<file path="src/rtl/mem_lsu_pkg.sv">
// ----------------------------------------------------------------------------
// mem_lsu_pkg
//   Shared types for the load/store unit.
//   - lsu_state_t : access sequencer states (IDLE, LO beat, HI beat, DONE)
//   - BEATS       : bus beats per datapath word
// ----------------------------------------------------------------------------
package mem_lsu_pkg;

  typedef enum logic [1:0] {
    IDLE = 2'd0,
    LO   = 2'd1,
    HI   = 2'd2,
    DONE = 2'd3
  } lsu_state_t;

  localparam int BEATS = 2;

endpackage

</file>
<file path="src/rtl/mem_lsu_if.sv">
// ----------------------------------------------------------------------------
// mem_lsu_if
//   Byte-wide valid/ready memory bus between the LSU (master) and memory (slave).
//   Signals:
//     valid  master->slave  beat request valid
//     we     master->slave  1 = write beat, 0 = read beat
//     addr   master->slave  beat byte address (AW bits)
//     wdata  master->slave  write beat data (BW bits)
//     ready  slave->master  beat accepted / read data valid
//     rdata  slave->master  read beat data (BW bits)
// ----------------------------------------------------------------------------
interface mem_lsu_if #(
  parameter int AW = 16,
  parameter int BW = 8
);

  logic          valid;
  logic          we;
  logic [AW-1:0] addr;
  logic [BW-1:0] wdata;
  logic          ready;
  logic [BW-1:0] rdata;

  modport master (
    output valid, we, addr, wdata,
    input  ready, rdata
  );

  modport slave (
    input  valid, we, addr, wdata,
    output ready, rdata
  );

endinterface

</file>
<file path="src/rtl/mem_lsu.sv">
// ----------------------------------------------------------------------------
// mem_lsu
//   Load/store unit between the 16-bit CPU datapath and an 8-bit memory bus.
//   Each word access is split into two little-endian byte beats (addr, addr+1).
//   Ports:
//     clk       in   system clock, rising edge
//     reset     in   synchronous active-low reset
//     ld_req    in   load requested by current instruction
//     st_req    in   store requested by current instruction
//     addr      in   byte address of the word (n bits)
//     wdata     in   store data (n bits)
//     rdata     out  load result, registered (n bits)
//     stall     out  hold PC/register file this cycle
//     misalign  out  one-cycle pulse when a request is rejected
//     bus       master side of mem_lsu_if
// ----------------------------------------------------------------------------
module mem_lsu
  import mem_lsu_pkg::*;
#(
  parameter int n  = 16,
  parameter int AW = 16,
  parameter int BW = 8
) (
  input  logic          clk,
  input  logic          reset,
  input  logic          ld_req,
  input  logic          st_req,
  input  logic [n-1:0]  addr,
  input  logic [n-1:0]  wdata,
  output logic [n-1:0]  rdata,
  output logic          stall,
  output logic          misalign,
  mem_lsu_if.master     bus
);

  lsu_state_t    state_r;
  logic [BW-1:0] wdata_hi_r;  // high store byte, held until the HI beat
  logic          req_s;
  logic          reject_s;

  // Request decode: odd address or simultaneous load+store is rejected.
  always_comb begin
    req_s    = ld_req | st_req;
    reject_s = addr[0] | (ld_req & st_req);
    stall    = 1'b0;
    misalign = 1'b0;
    if (!reset) begin
      stall    = 1'b0;
      misalign = 1'b0;
    end else begin
      case (state_r)
        IDLE: begin
          stall    = req_s & ~reject_s;
          misalign = req_s & reject_s;
        end
        LO:      stall = 1'b1;
        HI:      stall = 1'b1;
        DONE:    stall = 1'b0;
        default: stall = 1'b0;
      endcase
    end
  end

  // Access sequencer with registered bus outputs and load result.
  always_ff @(posedge clk) begin
    if (!reset) begin
      state_r    <= IDLE;
      bus.valid  <= 1'b0;
      bus.we     <= 1'b0;
      bus.addr   <= '0;
      bus.wdata  <= '0;
      wdata_hi_r <= '0;
      rdata      <= '0;
    end else begin
      case (state_r)
        IDLE: begin
          if (req_s && !reject_s) begin
            state_r    <= LO;
            bus.valid  <= 1'b1;
            bus.we     <= st_req;
            bus.addr   <= addr[AW-1:0];
            bus.wdata  <= wdata[BW-1:0];
            wdata_hi_r <= wdata[n-1:BW];
          end
        end
        LO: begin
          // Bus outputs hold still through any number of wait states.
          if (bus.ready) begin
            if (!bus.we) begin
              rdata[BW-1:0] <= bus.rdata;
            end
            bus.addr  <= bus.addr + AW'(1);
            bus.wdata <= wdata_hi_r;
            state_r   <= HI;
          end
        end
        HI: begin
          if (bus.ready) begin
            if (!bus.we) begin
              rdata[n-1:BW] <= bus.rdata;
            end
            bus.valid <= 1'b0;
            bus.we    <= 1'b0;
            state_r   <= DONE;
          end
        end
        DONE: begin
          // Retire cycle: new requests are not looked at until IDLE.
          state_r <= IDLE;
        end
        default: begin
          state_r   <= IDLE;
          bus.valid <= 1'b0;
          bus.we    <= 1'b0;
        end
      endcase
    end
  end

endmodule
</file>
<file path="src/flat_wrapper.sv">
// flat-port wrapper written by rule: the top's interface ports become plain ports
module mem_lsu_flat import mem_lsu_pkg::*;
#(
  parameter int n  = 16,
  parameter int AW = 16,
  parameter int BW = 8
)
  (clk, reset, ld_req, st_req, addr, wdata, rdata, stall, misalign, bus_valid, bus_we, bus_addr, bus_wdata, bus_ready, bus_rdata);
  mem_lsu_if #(.AW(AW), .BW(BW)) bus_i ();
  input  logic clk;
  input  logic reset;
  input  logic ld_req;
  input  logic st_req;
  input  logic [n-1:0] addr;
  input  logic [n-1:0] wdata;
  output logic [n-1:0] rdata;
  output logic stall;
  output logic misalign;
  output wire logic [$bits(bus_i.valid)-1:0] bus_valid;
  output wire logic [$bits(bus_i.we)-1:0] bus_we;
  output wire logic [$bits(bus_i.addr)-1:0] bus_addr;
  output wire logic [$bits(bus_i.wdata)-1:0] bus_wdata;
  input wire logic [$bits(bus_i.ready)-1:0] bus_ready;
  input wire logic [$bits(bus_i.rdata)-1:0] bus_rdata;
  assign bus_valid = bus_i.valid;
  assign bus_we = bus_i.we;
  assign bus_addr = bus_i.addr;
  assign bus_wdata = bus_i.wdata;
  assign bus_i.ready = bus_ready;
  assign bus_i.rdata = bus_rdata;
  mem_lsu #(.n(n), .AW(AW), .BW(BW)) u_core (.clk(clk), .reset(reset), .ld_req(ld_req), .st_req(st_req), .addr(addr), .wdata(wdata), .rdata(rdata), .stall(stall), .misalign(misalign), .bus(bus_i));
endmodule
</file>
<file path="config.mk">
export PLATFORM = sky130hd
export DESIGN_NAME = mem_lsu_flat
export DESIGN_NICKNAME = d
export VERILOG_FILES = /design/src/rtl/mem_lsu_pkg.sv /design/src/rtl/mem_lsu_if.sv /design/src/rtl/mem_lsu.sv /design/src/flat_wrapper.sv
export SDC_FILE = /design/constraint.sdc
export NUM_CORES = 1
export LEC_CHECK = 0
export ABC_AREA = 1
export CAP_MARGIN = 10
export CORE_MARGIN = 4
export CORE_UTILIZATION = 45
export DETAILED_ROUTE_END_ITERATION = 16
export HOLD_SLACK_MARGIN = 0.05
export PLACE_DENSITY = 0.79
export SETUP_SLACK_MARGIN = 0.05
export SLEW_MARGIN = 10
export SYNTH_ARGS = -nofsm -noshare
export SYNTH_HDL_FRONTEND = slang
export SYNTH_SLANG_ARGS = --single-unit
</file>
<file path="constraint.sdc">
create_clock -name clk -period 2.1 [get_ports clk]
set_clock_uncertainty 0.05 [all_clocks]
set_input_delay 0.63 -clock clk [delete_from_list [all_inputs] [get_ports clk]]
set_output_delay 0.63 -clock clk [all_outputs]
set_load 0.02 [all_outputs]
</file>
Word-level counts from Yosys, hierarchy flattened
Index checks and enable logic that the tools add are counted.
{"block": "classes", "n_mux": 19, "eq_ne": 6, "bitwise_logic": 7, "n_reduce_logical": 12, "n_addsub": 1}
{"op": "$mux 16", "count": 2}
{"op": "$pmux 16 s2", "count": 1}
{"op": "$add 16x1->16 const B", "count": 1}
{"op": "$mux 8", "count": 2}
{"op": "$pmux 8 s2", "count": 1}
{"op": "$reduce_and 3->1", "count": 5}
{"op": "$pmux 2 s4", "count": 1}
{"op": "$mux 1", "count": 6}
{"op": "$mux 2", "count": 3}
{"op": "$eq 2x2->1 const B", "count": 2}
{"op": "$ne 2x2->1 const B", "count": 2}
{"op": "$pmux 1 s2", "count": 2}
{"op": "$reduce_bool 2->1", "count": 2}
{"op": "$and 1x1->1", "count": 3}
{"op": "$pmux 1 s3", "count": 1}
{"op": "$eq 2x1->1 const B", "count": 1}
{"op": "$logic_not 2->1", "count": 1}
{"op": "$ne 2x1->1 const B", "count": 1}
{"op": "$not 1->1", "count": 2}
{"op": "$or 1x1->1", "count": 2}
{"op": "$reduce_and 2->1", "count": 1}
{"op": "$reduce_or 2->1", "count": 1}
{"op": "$logic_and 1x1->1", "count": 1}
{"op": "$logic_not 1->1", "count": 1}
{"block": "word_totals", "word_cells": 53, "output_inout_bits": 44, "ff_bits": 52}

Depth between registers and ports, before layout
Gate-level depths: netlist (run 1).
{"block": "logic_depth", "ltp_word": 6, "ltp_mapped": 12, "ltp_nobuf": 11}

Least setup slack after synthesis (run 1)
OpenSTA, ideal clock, no wires.
{"block": "synth_timing", "path_type": "input-to-output", "from": "in reset", "to": "out stall", "t_required_ps": 1420, "t_arrival_ps": 1525, "path_stages": 4, "slack_ps": -105, "n_path_buf": 2, "path_cell_list": "clkbuf_2 -> clkinv_1 -> clkbuf_1 -> nor2_1"}
{"block": "synth_between", "elab_chain_cells": 1}
{"element": "start: declaration", "line_no": "flat_wrapper.sv:11", "source": "input logic reset;"}
{"element": "$mux 1", "line_no": "mem_lsu.sv:47", "source": "if (!reset) begin"}
{"element": "end: declaration", "line_no": "flat_wrapper.sv:17", "source": "output logic stall;"}
No other way between the ends.

Worst setup path in the final report (run 1)
{"block": "layout_timing", "from": "in st_req", "to": "out stall"}
{"block": "layout_between", "elab_chain_cells": 6, "word_cells_on_any_way": 7, "classes_between": "mux (2); bitwise (5)"}
{"element": "start: declaration", "line_no": "flat_wrapper.sv:13", "source": "input logic st_req;"}
{"element": "$and 1x1->1", "line_no": "mem_lsu.sv:44", "source": "reject_s = addr[0] | (ld_req & st_req);"}
{"element": "$or 1x1->1", "line_no": "mem_lsu.sv:44"}
{"element": "$not 1->1", "line_no": "mem_lsu.sv:53", "source": "stall = req_s & ~reject_s;"}
{"element": "$and 1x1->1 *", "line_no": "mem_lsu.sv:53"}
{"element": "$pmux 1 s3 *", "line_no": "mem_lsu.sv:51", "source": "case (state_r)"}
{"element": "$mux 1 *", "line_no": "mem_lsu.sv:47"}
Every way passes the cells marked *; elsewhere a longest branch is shown, timed or not.

==> impl_metrics.ini, run 1 <==
[run_status]
status = finished, final reports clean

[pwr]
p_clk_share_pct = 13.0
p_seq_share_pct = 32.7
p_sw_mw = 1.97
leakagePower_nw = 1.65
internal_power_mw = 2.67
ir_drop_v = 0.000558
switching_share_pct = 42.5
power_density_nw_per_um2 = 1210
power.share.combinational_pct = 54.3

[clock_network]
cts-hold-fix-buffers = 0
path_clk_slew_ns = 0.10
clk_path_buf_depth = 2
cts_buffers = 5
worstSkewPairLatency_ns = 0.31
htreeDepth = 2
clock_sinks = 52
ctsRootBufferMaster = clkbuf_8
cts_tree = yes

[cells_and_area]
fin_nets = 541
final_util_pct = 68.9
diodes = 0
syn2layout_area_growth_pct = 47.2
drive_gt1_share_pct = 11.6
design_area_um2 = 3820
fillers = 481
final_cells = 564

[global_routing]
grt_usage_pct = 20.2
grt_pass1_wl_um = 11800
antenna_found_initial = 0
grt_max_degree = 35
grt-ovfl-total = 0
grt_pass1_vias = 2539

[critical_path]
slowest_stage = or2_4
crit_fanout = 3
crit_chain = buf_6, or2_4, nand2_2, nand2_2, o21ai_4, nor2_4, buf_6
path_class = input port to primary output
rr_endpoint = u_core.bus.addr[10]
cp.buffers_inverters = 2
cp.required_ns = 1.42
r2r_slack_ns = 0.24
arrival_ns = 1.37
max_stage_delay_ns = 0.25
worst_setup_path_end_kind = primary output
worst_r2r_path_depth = 12
worstReg2RegStart = u_core.state_r[1]
startpoint_type = input port
critPathTopFamily = simple AND/OR/NAND/NOR gates

[synthesis]
synth_top_area_cell = dfxtp_1
yosys-top-cells-area = dfxtp_1 (40%), nand2_1 (13%), nor2_1 (8.8%), a21oi_1 (8.3%), o21ai_0 (7.5%)
postSynthCellCount = 391
syn_area_um2 = 2590
synth_seq_cells = 52
synth-edff-count = 0
synth.most_common_cell = nand2_1
yosys_warnings = 0
synthesis.nets = 441
ys_types = 31
synth_top_area_share_pct = 40.1
synth_flop_cell = dfxtp_1
ys_async_sr_fraction_pct = 0
synth-seq-area-share_pct = 40.1
syn-mean-instance-area_um2 = 6.64
synthTopCellsByCount = nand2_1 (87), nor2_1 (61), dfxtp_1 (52), a21oi_1 (43)

[routing]
vias = 2821
wirelength_um = 7260
drt_iter0_markers = 175
post-route-drc-count = 0
drt-vias-per-instance = 5.00
dr.pass1.iters = 4
wl_per_cell_um = 12.9
ant_nets = 0

[timing]
max_freq_mhz = 487
fin_crit_sh_pct = 97.8
slew_headroom_pct = 77.4
rsz0062_at_grt = yes
post-route-min-period_ns = 2.05
hold_violations = 0
final-setup-viol-count = 0
fin_hold_ws_ns = 0.397
tightestPinTransition_ns = 0.338
report.final.slew_viol_count = 0

[floorplan]
die_h_um = 83.9
rows = 27
die_w_um = 83.9
coreArea_um2 = 5540
io_pins = 89
die_area_um2 = 7050
start_util_pct = 46.8

[place]
io_buffers = 88
place_area_um2 = 3660
hpwl_um = 5410
gp_congestion = 0.900
placedCellCount = 554

[min_path]
min_path_type = flop to flop
min_to = u_core.rdata[7]
hold_depth = 2
hp-start = u_core.rdata[7]

[run]
cap_violations = 0
## power groups by stage
| stage | Sequential [mW] | Combinational [mW] | Clock, mW |
|---|---|---|---|
| finish | 1.52 | 2.52 | 0.602 |
| global route | 1.56 | 2.79 | 0.657 |
| CTS | 1.51 | 2.49 | 0.625 |
| detailed placement | 1.53 | 2.47 | 0 |
| global placement | 1.52 | 2.42 | 0 |
| floorplan | 1.79 | 1.19 | 0 |
## layer usage
metal | share of wire, % | up-vias | track usage (%)
met3 | 5.3 | 13 | 4.05
met1 | 45 | 1263 | 26.3
met4 | 1.9 | 0 | 5.70
li1 | - | 1457 | -
met2 | 48 | 88 | 33.8
met5 | 0 | - | 0
## worst reg2reg max path: stages (launching register included)
cell     delay [ns]
dfxtp_2        0.35
inv_2          0.05
buf_4          0.13
ha_1           0.23
inv_2          0.18
nor2_1         0.08
nor2_2         0.13
nand2_4        0.11
inv_4          0.16
o21ai_0        0.11
nand2_1        0.06
nand2_1        0.04
nor2_1         0.10
## metrics by stage
stage	setup WS, ns	setup TNS, ns	power, mW
floorplan	0.0427	0	2.98
global route	0.0156	0	5.00
finish	0.0454	0	4.64
detailed placement	-0.852	-4.48	4.00
CTS	0.0244	0	4.63
global placement	-0.829	-3.49	3.94
## cell families after synthesis
| logic type | count (synthesis) | share of synthesized area (%) |
|---|---|---|
| compound gates | 93 | 18.8 |
| fa+ha+maj | 5 | 2.41 |
| buf+inv | 60 | 10.1 |
| flops | 52 | 40.1 |
| simple gates | 181 | 28.5 |
## cell usage in the layout, fill, tap and decap left out, types with 3 or more instances in the layout
cell type,Yosys,final
a21oi_1,43,42
dlygate4sd2_1,0,6
clkdlybuf4s50_1,0,69
buf_4,1,19
nand2_1,87,86
ha_1,5,4
dfxtp_1,52,50
o21a_1,3,3
inv_2,1,3
inv_1,39,37
o21ai_1,3,3
nand3_1,22,21
buf_6,3,5
clkbuf_8,0,5
o21ai_0,39,38
nor2_1,61,59
dlymetal6s2s_1,0,8
## worst max-delay path by stage
stage | start | to | slack (ns) | cells after the start
after detailed placement | st_req | stall | -0.85 | 7
final | st_req | stall | 0.05 | 7
after CTS | addr[0] | stall | 0.02 | 7
after global placement | st_req | stall | -0.83 | 7
after global routing | ld_req | stall | 0.02 | 7
after floorplan | reset | stall | 0.04 | 4
## registers in the layout, indices dropped and copies added, names as in the netlist
signal             cells
u_core.bus.we          1
u_core.wdata_hi_r      8
u_core.bus.valid       1
u_core.rdata          16
u_core.state_r         2
u_core.bus.wdata       8
u_core.bus.addr       16
## final cells by class
type	instances	area [um2]	area share, %
repair buffers	111	1090	28.6
well taps	72	90.1	2.36
clock buffers	5	68.8	1.80
multi-input cells	279	1340	35.0
flip-flops and latches	52	1040	27.3
inverters	42	161	4.23
clock inverters	3	25.0	0.655
## timing repair
| item | in CTS | in global routing |
|---|---|---|
| resized for setup | 33 | 22 |
| setup endpoints to repair | 7 | 12 |
| pin swaps | 3 | 7 |
| buffers inserted | 1 | 1 |
(Power assumes the default switching activity.)
==> inputs of run 2 (changes only) <==
- CTS_CLUSTER_DIAMETER: default -> 80
- CTS_CLUSTER_SIZE: default -> 40
==> results of run 2 <==
Same layout as run 1: the final DEF is identical, and so are final timing and power.
